`config.mk`:
```
export PLATFORM = sky130hd
export DESIGN_NAME = conv5x5_window_gen
export DESIGN_NICKNAME = d
export VERILOG_FILES = /design/src/rtl/conv_pkg.sv /design/src/rtl/conv_line_buffer.sv /design/src/rtl/conv5x5_window_gen.sv
export SDC_FILE = /design/constraint.sdc
export NUM_CORES = 1
export LEC_CHECK = 0
export CAP_MARGIN = 0
export CORE_UTILIZATION = 38
export CTS_BUF_LIST = sky130_fd_sc_hd__clkbuf_16
export DETAILED_ROUTE_END_ITERATION = 10
export PLACE_DENSITY = 0.58
export SLEW_MARGIN = 25
export SYNTH_ARGS = -nofsm -noshare
export SYNTH_HDL_FRONTEND = slang
export SYNTH_SLANG_ARGS = --single-unit
```
`constraint.sdc`:
```
create_clock -name clk -period 3.4 [get_ports clk]
set_input_delay 0.51 -clock clk [delete_from_list [all_inputs] [get_ports clk]]
set_output_delay 0.51 -clock clk [all_outputs]
set_load 0.05 [all_outputs]
```
`src/rtl/conv_pkg.sv`:
```
// conv_pkg: shared constants and FSM state type for the 5x5 convolution front end.
//   INPUT_WIDTH : pixel width expected by the convolution core
//   PATCH_DIM   : window edge length (5x5 patch)
//   state_t     : window-generator control states
package conv_pkg;

    localparam int unsigned INPUT_WIDTH = 8;
    localparam int unsigned PATCH_DIM   = 5;

    typedef enum logic [1:0] {
        S_FILL,
        S_ISSUE,
        S_WAIT_BUSY,
        S_WAIT_IDLE
    } state_t;

endpackage

```
`src/rtl/conv_line_buffer.sv`:
```
// conv_line_buffer: one image row of delay (DEPTH entries x WIDTH bits).
// Synchronous write, asynchronous read at the same index, so a read-modify
// chain of these buffers forms a stack of row delays indexed by column.
// Ports:
//   clk   : clock
//   we    : write enable (pixel transfer)
//   idx   : column index used for both read and write
//   wdata : value stored at idx on the next edge when we=1
//   rdata : current contents at idx (value from the previous row)
module conv_line_buffer
    import conv_pkg::*;
#(
    parameter int DEPTH = 28,
    parameter int WIDTH = INPUT_WIDTH,
    parameter int IDX_W = $clog2(DEPTH)
) (
    input  logic             clk,
    input  logic             we,
    input  logic [IDX_W-1:0] idx,
    input  logic [WIDTH-1:0] wdata,
    output logic [WIDTH-1:0] rdata
);

    logic [WIDTH-1:0] mem [0:DEPTH-1];

    always_ff @(posedge clk) begin
        if (we) begin
            mem[idx] <= wdata;
        end
    end

    assign rdata = mem[idx];

endmodule

```
`src/rtl/conv5x5_window_gen.sv`:
```
// conv5x5_window_gen: raster pixel stream -> stable 5x5 patches for the conv core.
// Keeps four row delays plus a 5x5 shift window. When a transfer completes a
// valid window position (r>=4, c>=4) the block issues a one-cycle start, then
// stalls input until the core has raised and dropped busy.
// Optional feature (macro CONV_WIN_STALL_CNT_EN): stall_clr input and a
// saturating 32-bit stall_cycles counter of cycles with pix_valid && !pix_ready.
// Ports:
//   clk, rst            : clock, synchronous active-high reset
//   pix_in, pix_valid   : raster-order pixel stream
//   pix_ready           : pixel accepted when pix_valid && pix_ready
//   patch_pixels        : [row][col] window, row 0 oldest, col 0 leftmost
//   start_channel_proc  : one-cycle start to the core
//   core_busy           : core busy flag
//   out_row, out_col    : output grid position of the presented patch
//   frame_done          : one-cycle pulse when the last patch of a frame is released
module conv5x5_window_gen
    import conv_pkg::*;
#(
    parameter int IMG_W = 28,
    parameter int IMG_H = 28,
    parameter int PIX_W = INPUT_WIDTH
) (
    input  logic                                           clk,
    input  logic                                           rst,
    input  logic [PIX_W-1:0]                               pix_in,
    input  logic                                           pix_valid,
    output logic                                           pix_ready,
    output logic [0:PATCH_DIM-1][0:PATCH_DIM-1][PIX_W-1:0] patch_pixels,
    output logic                                           start_channel_proc,
    input  logic                                           core_busy,
    output logic [$clog2(IMG_H)-1:0]                       out_row,
    output logic [$clog2(IMG_W)-1:0]                       out_col,
    output logic                                           frame_done
`ifdef CONV_WIN_STALL_CNT_EN
    ,
    input  logic                                           stall_clr,
    output logic [31:0]                                    stall_cycles
`endif
);

    localparam int RW = $clog2(IMG_H);
    localparam int CW = $clog2(IMG_W);
    localparam logic [RW-1:0] R_LAST = RW'(IMG_H - 1);
    localparam logic [CW-1:0] C_LAST = CW'(IMG_W - 1);
    localparam logic [RW-1:0] R_OFF  = RW'(PATCH_DIM - 1);
    localparam logic [CW-1:0] C_OFF  = CW'(PATCH_DIM - 1);

    state_t state, state_next;

    logic [RW-1:0] row;
    logic [CW-1:0] col;
    logic          xfer;
    logic          issue_pos;
    logic          issue;
    logic          last_pending;

    // lb_rd[k] is row r-1-k at column c; each buffer is fed by the one above it.
    logic [3:0][PIX_W-1:0] lb_rd;
    logic [3:0][PIX_W-1:0] lb_wr;

    assign xfer      = pix_valid && pix_ready;
    assign issue_pos = (row >= R_OFF) && (col >= C_OFF);
    assign issue     = xfer && issue_pos;
    assign lb_wr     = {lb_rd[2:0], pix_in};

    for (genvar k = 0; k < 4; k++) begin : g_lb
        conv_line_buffer #(
            .DEPTH (IMG_W),
            .WIDTH (PIX_W),
            .IDX_W (CW)
        ) u_lb (
            .clk   (clk),
            .we    (xfer),
            .idx   (col),
            .wdata (lb_wr[k]),
            .rdata (lb_rd[k])
        );
    end

    always_ff @(posedge clk) begin
        if (rst) begin
            state <= S_FILL;
        end else begin
            state <= state_next;
        end
    end

    // pix_ready is not read back here; the FILL decision uses pix_valid directly
    // so no combinational loop forms through the transfer handshake.
    always_comb begin
        state_next         = state;
        pix_ready          = 1'b0;
        start_channel_proc = 1'b0;
        frame_done         = 1'b0;
        case (state)
            S_FILL: begin
                pix_ready = 1'b1;
                if (pix_valid && issue_pos) begin
                    state_next = S_ISSUE;
                end
            end
            S_ISSUE: begin
                start_channel_proc = 1'b1;
                state_next         = S_WAIT_BUSY;
            end
            S_WAIT_BUSY: begin
                if (core_busy) begin
                    state_next = S_WAIT_IDLE;
                end
            end
            S_WAIT_IDLE: begin
                if (!core_busy) begin
                    state_next = S_FILL;
                    frame_done = last_pending;
                end
            end
            default: state_next = S_FILL;
        endcase
    end

    always_ff @(posedge clk) begin
        if (rst) begin
            patch_pixels <= '0;
            row          <= '0;
            col          <= '0;
            out_row      <= '0;
            out_col      <= '0;
            last_pending <= 1'b0;
        end else if (xfer) begin
            for (int unsigned i = 0; i < PATCH_DIM; i++) begin
                for (int unsigned j = 0; j < PATCH_DIM - 1; j++) begin
                    patch_pixels[i][j] <= patch_pixels[i][j+1];
                end
            end
            patch_pixels[0][PATCH_DIM-1] <= lb_rd[3];
            patch_pixels[1][PATCH_DIM-1] <= lb_rd[2];
            patch_pixels[2][PATCH_DIM-1] <= lb_rd[1];
            patch_pixels[3][PATCH_DIM-1] <= lb_rd[0];
            patch_pixels[4][PATCH_DIM-1] <= pix_in;

            if (col == C_LAST) begin
                col <= '0;
                row <= (row == R_LAST) ? '0 : row + 1'b1;
            end else begin
                col <= col + 1'b1;
            end

            if (issue) begin
                out_row      <= row - R_OFF;
                out_col      <= col - C_OFF;
                last_pending <= (row == R_LAST) && (col == C_LAST);
            end
        end
    end

`ifdef CONV_WIN_STALL_CNT_EN
    always_ff @(posedge clk) begin
        if (rst || stall_clr) begin
            stall_cycles <= '0;
        end else if (pix_valid && !pix_ready && (stall_cycles != '1)) begin
            stall_cycles <= stall_cycles + 32'd1;
        end
    end
`endif

endmodule

```
Yosys cells after proc, flatten, opt, wreduce, memory -nomap -nowiden
Memory sizes are Yosys's and may differ from the RTL's. A register that Yosys moved wholly into a read port is not among the register bits.
Cells that the tools add are included.
{ "op_classes": {"addsub": 4, "magnitude_cmp": 2, "eq_ne": 8, "muxes": 18, "reduce_logical": 9} }
{ "op_table": {"columns": ["operator", "n"], "rows": [
  ["2-to-1 mux 5 bit", 8],
  ["adder 5 x 1 -> 5 bit (second input constant)", 2],
  ["equality test 5 bit (second input constant)", 2],
  [">= comparator 5 x 3 -> 1 bit (second input constant)", 2],
  ["subtractor 5 x 3 -> 5 bit (second input constant)", 2],
  ["one-hot mux 2 bit (4 select lines)", 1],
  ["2-to-1 mux 1 bit", 6],
  ["2-to-1 mux 2 bit", 3],
  ["!= test 2 bit (second input constant)", 3],
  ["logical AND 1 bit", 5],
  ["equality test 2 bit (second input constant)", 2],
  ["AND reduction 2 bit", 2],
  ["AND reduction 3 bit", 1],
  ["equality test 2 x 1 -> 1 bit (second input constant)", 1],
  ["logical NOT 2 bit", 1]
]} }
{ "totals": {"register_bits": 215, "ram_bits": 896, "output_inout_bits": 213, "word_cells": 75, "n_memories": 4} }
{ "mem_list": {"columns": ["name", "words", "width", "rd", "rd_ports_with_merged_regs", "write_ports", "line_no", "source"], "rows": [
  ["g_lb[0].u_lb.mem", 28, 8, 1, 1, 1, "conv_line_buffer.sv:24", "logic [WIDTH-1:0] mem [0:DEPTH-1];"],
  ["g_lb[1].u_lb.mem", 28, 8, 1, 1, 1, "conv_line_buffer.sv:24", null],
  ["g_lb[2].u_lb.mem", 28, 8, 1, 1, 1, "conv_line_buffer.sv:24", null],
  ["g_lb[3].u_lb.mem", 28, 8, 1, 1, 1, "conv_line_buffer.sv:24", null]
]} }

Longest topological paths before layout
Gate-level depths: netlist of the first run.
{ "logic_depth": {"depth_word": 5, "depth_mapped": 10} }

Cells and area by module
Synthesis of the first run repeated with hierarchy kept, for this count alone.
{ "hier_totals": {"hier_cells": 2809, "area_unflattened_um2": 43251.5} }
{ "modules_own_cells": {"columns": ["module", "n_inst", "cells_each", "area_per_inst_um2", "seq_area_each_um2"], "rows": [
  ["conv_line_buffer", 4, 454, 8799.7, 6726.5],
  ["conv5x5_window_gen", 1, 993, 8052.7, 4464.3]
]} }

Worst setup path after synthesis of the first run
Ideal clock, no wire load.
{ "synth_timing": {"path_type": "register to register", "from": "register state[0]", "to": "memory g_lb[0].u_lb.mem[23][0] (netlist name) (enable)", "t_arrival_ns": 3.173, "path_slack_ns": -0.194, "stages_incl_launch_ff": 8, "n_path_buf": 2, "path_cell_list": "dfxtp_1 -> inv_1 -> ha_1 -> and2_1 -> clkbuf_1 -> clkbuf_1 -> nand2_1 -> nor2_1"} }
{ "synth_between": {"elab_chain_len": 5} }
{ "synth_rtl": {"columns": ["item", "line_no", "source"], "rows": [
  ["start, declared", "conv5x5_window_gen.sv:48", "state_t state, state_next;"],
  ["start signal, assigned", "conv5x5_window_gen.sv:84", "state <= state_next;"],
  ["logical NOT 2 bit", "conv5x5_window_gen.sv:95", "case (state)"],
  ["2-to-1 mux 1 bit", "conv5x5_window_gen.sv:95", null],
  ["net pix_ready", "conv5x5_window_gen.sv:27", "output logic pix_ready,"],
  ["logical AND 1 bit", "conv5x5_window_gen.sv:61", "assign xfer = pix_valid && pix_ready;"],
  ["2-to-1 mux 1 bit", "conv_line_buffer.sv:27", "if (we) begin"],
  ["2-to-1 mux 1 bit (not written as such)", "conv_line_buffer.sv:28", "mem[idx] <= wdata;"],
  ["end, declared", "conv_line_buffer.sv:24", null]
]} }
The timed path passes the listed nets, and every way through them passes these cells.

==> results of run 1 <==
## flip-flops by register name, summed over array words and instances, names as in the netlist, named ones only
register and count:
last_pending 1, row 5, patch_pixels 200, out_row 5, out_col 5, state 2
col 5, g_lb.u_lb.mem 896
## power groups by stage
stage | clock network, mW | registers (mW) | logic, mW
2_1_floorplan | 0 | 17.5 | 3.36
3_3_place_gp | 0 | 17.1 | 6.19
3_5_place_dp | 0 | 17.1 | 6.31
4_1_cts | 11.8 | 16.8 | 6.31
5_1_grt | 12.3 | 16.8 | 6.66
6_report | 11.6 | 16.8 | 6.30
## kinds of logic after synthesis
| logic type | after synthesis | synth area share |
|---|---|---|
| AO/OA/AOI/OAI | 486 | 0.0730 |
| XOR/XNOR | 6 | 0.00122 |
| adder cells (fa/ha/maj) | 18 | 0.00524 |
| buffers and inverters | 188 | 0.0230 |
| flip-flops | 1124 | 0.732 |
| multiplexers | 399 | 0.110 |
| AND/OR/NAND/NOR | 570 | 0.0553 |
## worst reg2reg max path, stage by stage, from the launching register on
cell      delay [ps]
dfxtp_1          650
nor2b_4          870
buf_4            360
a22oi_1           90
a21oi_1          300
a311oi_4          80
buf_4            280
a21o_1           200
## layer usage
metal	vias to the layer above	wire, um	track usage
li1	11211	-	-
met1	12975	51200	0.279
met2	758	57600	0.336
met3	154	5730	0.0250
met4	0	2900	0.0574
met5	-	0	0
## metrics by stage
stage	instance area, um2	setup TNS [ps]
final	51400	0
after global routing	51400	0
after CTS	51400	0
after detailed placement	47900	0
after global placement	48000	0
after floorplan	43000	-126640
## cell usage in the layout, fill, tap and decap left out, drive strengths merged, types with 56 or more instances in the layout
master	count
a21oi	261
a22oi	111
buf	135
clkbuf	118
clkdlybuf4s50	222
dfxtp	228
edfxtp	896
mux2i	319
mux4	56
nand2	389
nand3	58
nor2	64
## layout make-up
type / count / area, um2
fill: 9744 / 60900
sequential: 1124 / 31500
multi-input combinational: 1479 / 10900
timing repair buffer: 358 / 3680
clock buffer: 117 / 2930
tap: 1500 / 1880
clock inverter: 92 / 548
inverter: 11 / 41.3
## final timing paths
check                                       start                      end  slack (ps)  depth (start not counted)
worst min-delay path                    pix_in[4]  g_lb[0].u_lb.mem[17][4]         350                          1
worst max register to register          flip-flop         patch_pixels[45]         450                          7
worst min register to register  patch_pixels[194]        patch_pixels[194]         460                          2
worst max-delay path                    flip-flop         patch_pixels[45]         450                          7
==> results.toml, run 1 <==
[global_route]
grtUsageTotal = 0.202
grt_max_degree = 205
grt-ovfl-total = 0
first_global_vias = 25118
antenna_found_initial = 1
grt_first_pass_wirelength_mm = 173

[critical_path]
path_cells = "nor2b_4, buf_4, a22oi_1, a21oi_1, a311oi_4, buf_4, a21o_1"
critPathCaptureType = "flip-flop"
critPathMaxStageDelay_ps = 860
path_max_fanout = 29
cp-start-kind = "flip-flop"
critical_path.top_delay_family = "simple AND/OR/NAND/NOR gates"
worst-path-buf-inv = 2
critPathMostFrequentCell = "buf_4"
crit_type = "flip-flop to flip-flop"
cp_slowest_cell = "nor2b_4"
worstPathRequired_ps = 3980
arrival_ps = 3520

[power_and_ir_drop]
total_power_mw = 34.7
power.leakage_nw = 16.2
power_density_nw_per_um2 = 675
max-vdd-ir-drop_uv = 413
p_seq_frac = 0.484
sw_frac_of_total = 0.286
pwr-share-comb = 0.182
internal-power_mw = 24.8
pwr-share-clk = 0.334
power.switching_mw = 9.91

[synth]
synth_area_leaders = "edfxtp_1 63%, dfxtp_1 11%, mux2i_1 7.4%"
synth.distinct_cells = 51
synthesis.nets = 2821
yosysWarnings = 0
syn_area_per_cell_um2 = 15.4
yosysMostFrequentCell = "edfxtp_1"
synth_enable_flop_cells = 896
synth_ff_type = "edfxtp_1"
yosys_register_bits = 1124
synth_top_area_cell = "edfxtp_1"
syn_area_um2 = 43000
yosysTopAreaCellShare = 0.626
synthArstFlopShare = 0
syn_inst = 2791
ys_seq_area_frac = 0.732
yosys-top-cells-count = "896 x edfxtp_1, 389 x nand2_1, 319 x mux2i_1"

[die]
start_util = 0.383
die_h_um = 338
die_w_um = 338
boundaryPins = 225
rows = 123
coreArea_um2 = 112000
dieArea_um2 = 114000

[place]
io_buffers = 224
dpl_worst_slack_ps = 481
dp_hpwl_mm = 70.7
place_congestion = 0.823
place_inst = 4472

[route]
drt-total-wl_mm = 118
route.vias.total = 25098
drcViolationCount = 0
ant_nets = 0
vias_per_cell = 5.36
drtPass1Iterations = 5
drtIter0Drc = 2427
wl_per_cell_um = 25.1

[cts]
clock-root-buffer = "clkbuf_16"
cts.clk_slew.worst_paths_ps = 60
cts_buffers = 113
htreeDepth = 3
clkSinkCount = 1124
tritoncts = "built"
cts-resized-gates = 0
postCtsSetupRepairBufs = 0
cts_hold_buf = 0
clockBufferDepth = 3
clock_latency_ps = 700

[layout]
final_layout_size_suffix_gt1_frac = 0.137
finalNonFillerCells = 4681
nets = 3117
area_growth_pct = 19.7
diodes = 0
fin_util = 0.458

[timing]
rsz0062_at_grt = "no"
relSlewSlack = 0.285
period_share = 0.866
fin_ws_ps = 455
slew_violations = 0
finalSetupViolCount = 0
tightest_slew_ps = 1070
period_minus_slack_ps = 2950
whs_ps = 355
clock_skew_ps = 35.1
hold_viol = 0
max_freq_mhz = 340

[worst_hold_path]
hold_class = "input pin to flip-flop"

[status]
outcome = "completed"

[run]
drv_cap = 0
Power figures use the tool's default switching activity.
==> run 2, diff against run 1 <==
--- a/config.mk
+++ b/config.mk
@@ -6,10 +6,10 @@
 export NUM_CORES = 1
 export LEC_CHECK = 0
 export CAP_MARGIN = 0
-export CORE_UTILIZATION = 38
+export CORE_UTILIZATION = 26
 export CTS_BUF_LIST = sky130_fd_sc_hd__clkbuf_16
 export DETAILED_ROUTE_END_ITERATION = 10
-export PLACE_DENSITY = 0.58
+export PLACE_DENSITY = 0.4
 export SLEW_MARGIN = 25
 export SYNTH_ARGS = -nofsm -noshare
 export SYNTH_HDL_FRONTEND = slang
==> run 2 against run 1 <==
Register-to-register slack better by 30 ps. Clock power is 11% higher. Cell area rose by 2.7%. First-iteration DRC count is 8.2% lower. Hold slack better by 60 ps. Largest cell class unchanged. Sequential power barely moved. Total power up 4.3%. Global-route usage shrank 4.1 points.
==> results.toml, run 2 (synthesis results as in run 1) <==
[die]
start_util = 0.263
rows = 148
boundaryPins = 225
dieArea_um2 = 167000
coreArea_um2 = 163000
die_h_um = 409
die_w_um = 409

[critical_path]
reg2reg_slack_ps = 490
path_max_fanout = 28
critPathMaxStageDelay_ps = 760
r2r_end = "g_lb[1].u_lb.mem[20][4]"
critPathCaptureType = "flip-flop"
path_cells = "nor2b_4, buf_4, nand2_1, nand3_1, nand3_1, buf_4"
crit_type = "flip-flop to flip-flop"
worstRegToRegCells = 6
worstPathRequired_ps = 3820
cp_slowest_cell = "nor2b_4"
arrival_ps = 3330
cp-start-kind = "flip-flop"

[cts]
cts-resized-gates = 0
cts.clk_slew.worst_paths_ps = 60
postCtsSetupRepairBufs = 0
clock-root-buffer = "clkbuf_16"
clockBufferDepth = 3
clkSinkCount = 1124
cts_buffers = 119
tritoncts = "built"
htreeDepth = 3
clock_latency_ps = 740
cts_hold_buf = 0

[timing]
max_freq_mhz = 344
clock_skew_ps = 28.7
relSlewSlack = 0.319
tightest_slew_ps = 1020
period_minus_slack_ps = 2910
hold_viol = 0
rsz0062_at_grt = "no"
slew_violations = 0
period_share = 0.856
tns_ps = 0
finalSetupViolCount = 0

[place]
io_buffers = 224
place_inst = 5160
place_congestion = 0.769
dp_hpwl_mm = 82.2

[layout]
nFillCells = 15959
layout_common_cells = "896 x edfxtp_1, 388 x nand2_1, 319 x mux2i_1"
finalNonFillerCells = 5385
reg.largest.list = "g_lb.u_lb.mem x896, patch_pixels x200"
layout_commonest_cell = "edfxtp_1"
area_growth_pct = 22.9
nets = 3136
largest_register = "g_lb.u_lb.mem"
final_layout_size_suffix_gt1_frac = 0.143
largest_register_ffs = 896

[global_route]
grtUsageTotal = 0.161
first_global_vias = 25114
grt_max_degree = 167
grt_first_pass_wirelength_mm = 193
grt-ovfl-total = 0
antenna_found_initial = 4

[route]
drcViolationCount = 0
ant_nets = 0
drt-total-wl_mm = 137
drtPass1Iterations = 5
route.vias.total = 25102
wl_per_cell_um = 25.5
drtIter0Drc = 2228
vias_per_cell = 4.66

[power_and_ir_drop]
power.switching_mw = 10.4
power_density_nw_per_um2 = 685
internal-power_mw = 25.8
sw_frac_of_total = 0.287
power.leakage_nw = 16.5
max-vdd-ir-drop_uv = 399
p_seq_frac = 0.465
pwr-share-comb = 0.179
pwr-share-clk = 0.356

[worst_hold_path]
hold_depth = 2
hold_end = "patch_pixels[159]"
hp-start = "rst"
hold_class = "input pin to flip-flop"

[run]
drv_cap = 0

[status]
outcome = "completed"
[run 2: final cells by class]
class	instances	area [um2]	share of cell area
flip-flops and latches	1124	31500	0.596
multi-input cells	1479	10900	0.206
repair buffers	371	3850	0.0729
clock buffers	121	3030	0.0573
well taps	2175	2720	0.0515
clock inverters	101	831	0.0157
inverters	11	41.3	0.000782
diodes	3	7.51	0.000142
[run 2: worst max-delay path: cells and delay by family, from the launching register on]
kind,cells,cell delay (ps)
flops,1,490
buf+inv,2,680
simple gates,4,1330
[run 2: layer usage]
layer,vias up,track usage,routed length [um]
li1,11265,-,-
met1,13121,0.225,63600
met2,538,0.260,64600
met3,178,0.0252,5840
met4,0,0.0415,3360
met5,-,0,0
[run 2: worst max-delay path by stage]
stage | start | end | slack, ps | depth (start not counted)
after detailed placement | flip-flop | g_lb[1].u_lb.mem[18][4] | 470 | 6
after CTS | state[0] | pix_ready | 440 | 3
after global placement | flip-flop | g_lb[1].u_lb.mem[16][4] | 460 | 6
after global routing | state[0] | pix_ready | 380 | 3
final | flip-flop | g_lb[1].u_lb.mem[20][4] | 490 | 6
after floorplan | state[0] | g_lb[0].u_lb.mem[23][0] | -190 | 7
[run 2: power by group through the flow]
| stage | logic, mW | registers (mW) | clock network, mW |
|---|---|---|---|
| global route | 6.89 | 16.9 | 13.7 |
| floorplan | 3.36 | 17.5 | 0 |
| CTS | 6.57 | 16.8 | 13.2 |
| global placement | 6.47 | 17.1 | 0 |
| finish | 6.49 | 16.8 | 12.9 |
| detailed placement | 6.56 | 17.1 | 0 |
[run 2: per-stage QoR]
step	setup slack, ps	hold WS [ps]	instance area, um2	util	power [mW]
after floorplan	-194	446	43000	-	20.9
after global placement	456	445	48900	0.300	23.6
after detailed placement	473	448	48900	0.300	23.7
after CTS	440	408	52800	0.323	36.6
after global routing	382	416	52800	0.323	37.5
final	489	415	52800	0.323	36.2
==> run 3, diff against run 2 <==
--- a/config.mk
+++ b/config.mk
@@ -10,6 +10,7 @@
 export CTS_BUF_LIST = sky130_fd_sc_hd__clkbuf_16
 export DETAILED_ROUTE_END_ITERATION = 10
 export PLACE_DENSITY = 0.4
+export SKIP_CTS_REPAIR_TIMING = 1
 export SLEW_MARGIN = 25
 export SYNTH_ARGS = -nofsm -noshare
 export SYNTH_HDL_FRONTEND = slang
==> constraint.sdc (replaced) <==
create_clock -name clk -period 3.7 [get_ports clk]
set_input_delay 0.555 -clock clk [delete_from_list [all_inputs] [get_ports clk]]
set_output_delay 0.555 -clock clk [all_outputs]
set_load 0.05 [all_outputs]
==> run 3 against run 2 <==
First-iteration DRC count down 4.0%. Setup slack better by 270 ps. Die area unchanged. Global-route usage down 0.38 points. Largest power group unchanged.
==> results.toml, run 3 (synthesis results as in run 1) <==
[route]
route.vias.total = 25044
ant_nets = 0
drtPass1Iterations = 5
drtIter0Drc = 2138
drcViolationCount = 0
wl_per_cell_um = 25.0
vias_per_cell = 4.66
drt-total-wl_mm = 134

[global_route]
grt-ovfl-total = 0
grt_max_degree = 185
first_global_vias = 25100
grtUsageTotal = 0.157
antenna_found_initial = 4
grt_first_pass_wirelength_mm = 189

[layout]
reg.largest.list = "g_lb.u_lb.mem x896, patch_pixels x200"
nets = 3121
layout_commonest_cell = "edfxtp_1"
largest_register_ffs = 896
nFillCells = 15989
final_layout_size_suffix_gt1_frac = 0.140
fin_util = 0.323
largest_register = "g_lb.u_lb.mem"
area_growth_pct = 22.7
finalNonFillerCells = 5375
layout_common_cells = "896 x edfxtp_1, 388 x nand2_1, 319 x mux2i_1"

[die]
die_h_um = 409
coreArea_um2 = 163000
boundaryPins = 225
dieArea_um2 = 167000
die_w_um = 409
rows = 148
start_util = 0.263

[power_and_ir_drop]
power.leakage_nw = 16.5
sw_frac_of_total = 0.284
power_density_nw_per_um2 = 636
power.switching_mw = 9.52
max-vdd-ir-drop_uv = 427
pwr-share-clk = 0.362
pwr-share-comb = 0.177
internal-power_mw = 24.0
p_seq_frac = 0.460

[cts]
cts_buffers = 119
htreeDepth = 3
cts.clk_slew.worst_paths_ps = 60
clock-root-buffer = "clkbuf_16"
tritoncts = "built"
clock_latency_ps = 750
clockBufferDepth = 3
clkSinkCount = 1124

[timing]
finalSetupViolCount = 0
tns_ps = 0
rsz0062_at_grt = "no"
relSlewSlack = 0.290
whs_ps = 331
period_share = 0.796
slew_violations = 0
max_freq_mhz = 340
clock_skew_ps = 36.1
hold_viol = 0
period_minus_slack_ps = 2940
tightest_slew_ps = 1070

[critical_path]
cp-start-kind = "flip-flop"
worstPathRequired_ps = 3140
critPathCaptureType = "primary output"
arrival_ps = 2390
crit_type = "flip-flop to primary output"
path_max_fanout = 5

[status]
outcome = "completed"

[place]
place_inst = 5144
place_congestion = 0.778
io_buffers = 224
dp_hpwl_mm = 81.1

[worst_hold_path]
hold_class = "input pin to flip-flop"

[run]
drv_cap = 0
run 3: worst paths after layout:
path,from,to,slack (ps),cells after the start
worst max-delay path,state[1],pix_ready,760,3
worst min-delay path,pix_in[4],g_lb[0].u_lb.mem[22][4],330,1
worst max register to register,flip-flop,g_lb[1].u_lb.mem[11][4],810,7
worst min register to register,patch_pixels[178],patch_pixels[186],450,2
run 3: power groups by stage:
stage	Sequential [mW]	Combinational (mW)	Clock, mW
after floorplan	16.1	3.09	0
after global placement	15.7	5.91	0
after detailed placement	15.7	6.01	0
after CTS	15.5	6.02	12.5
after global routing	15.5	6.32	12.9
final	15.4	5.94	12.2
run 3: routing by layer:
layer  track usage  vias up  wire (um)
met5             0        -          0
met4        0.0356        0       2810
met3        0.0228      171       5450
met2         0.261      609      65000
met1         0.217    13017      61100
li1              -    11247          -
run 3: layout make-up:
class,count,area [um2],area share
flip-flops and latches,1124,31500,0.597
repair buffers,356,3610,0.0685
multi-input cells,1479,10900,0.206
clock inverters,107,961,0.0182
inverters,11,41.3,0.000783
well taps,2175,2720,0.0516
diodes,2,5.00,0.0000949
clock buffers,121,3030,0.0574
run 3: metrics by stage:
step / area (um2) / setup WS (ps) / power (mW)
floorplan: 43000 / 106 / 19.2
global placement: 48700 / 586 / 21.6
detailed placement: 48700 / 517 / 21.7
CTS: 52700 / 681 / 34.0
global route: 52700 / 571 / 34.7
finish: 52700 / 756 / 33.5
run 3: worst max-delay path, stage by stage, from the launching register on:
cell	delay [ps]
dfxtp_1	340
inv_1	110
ha_1	330
clkdlybuf4s50_1	870
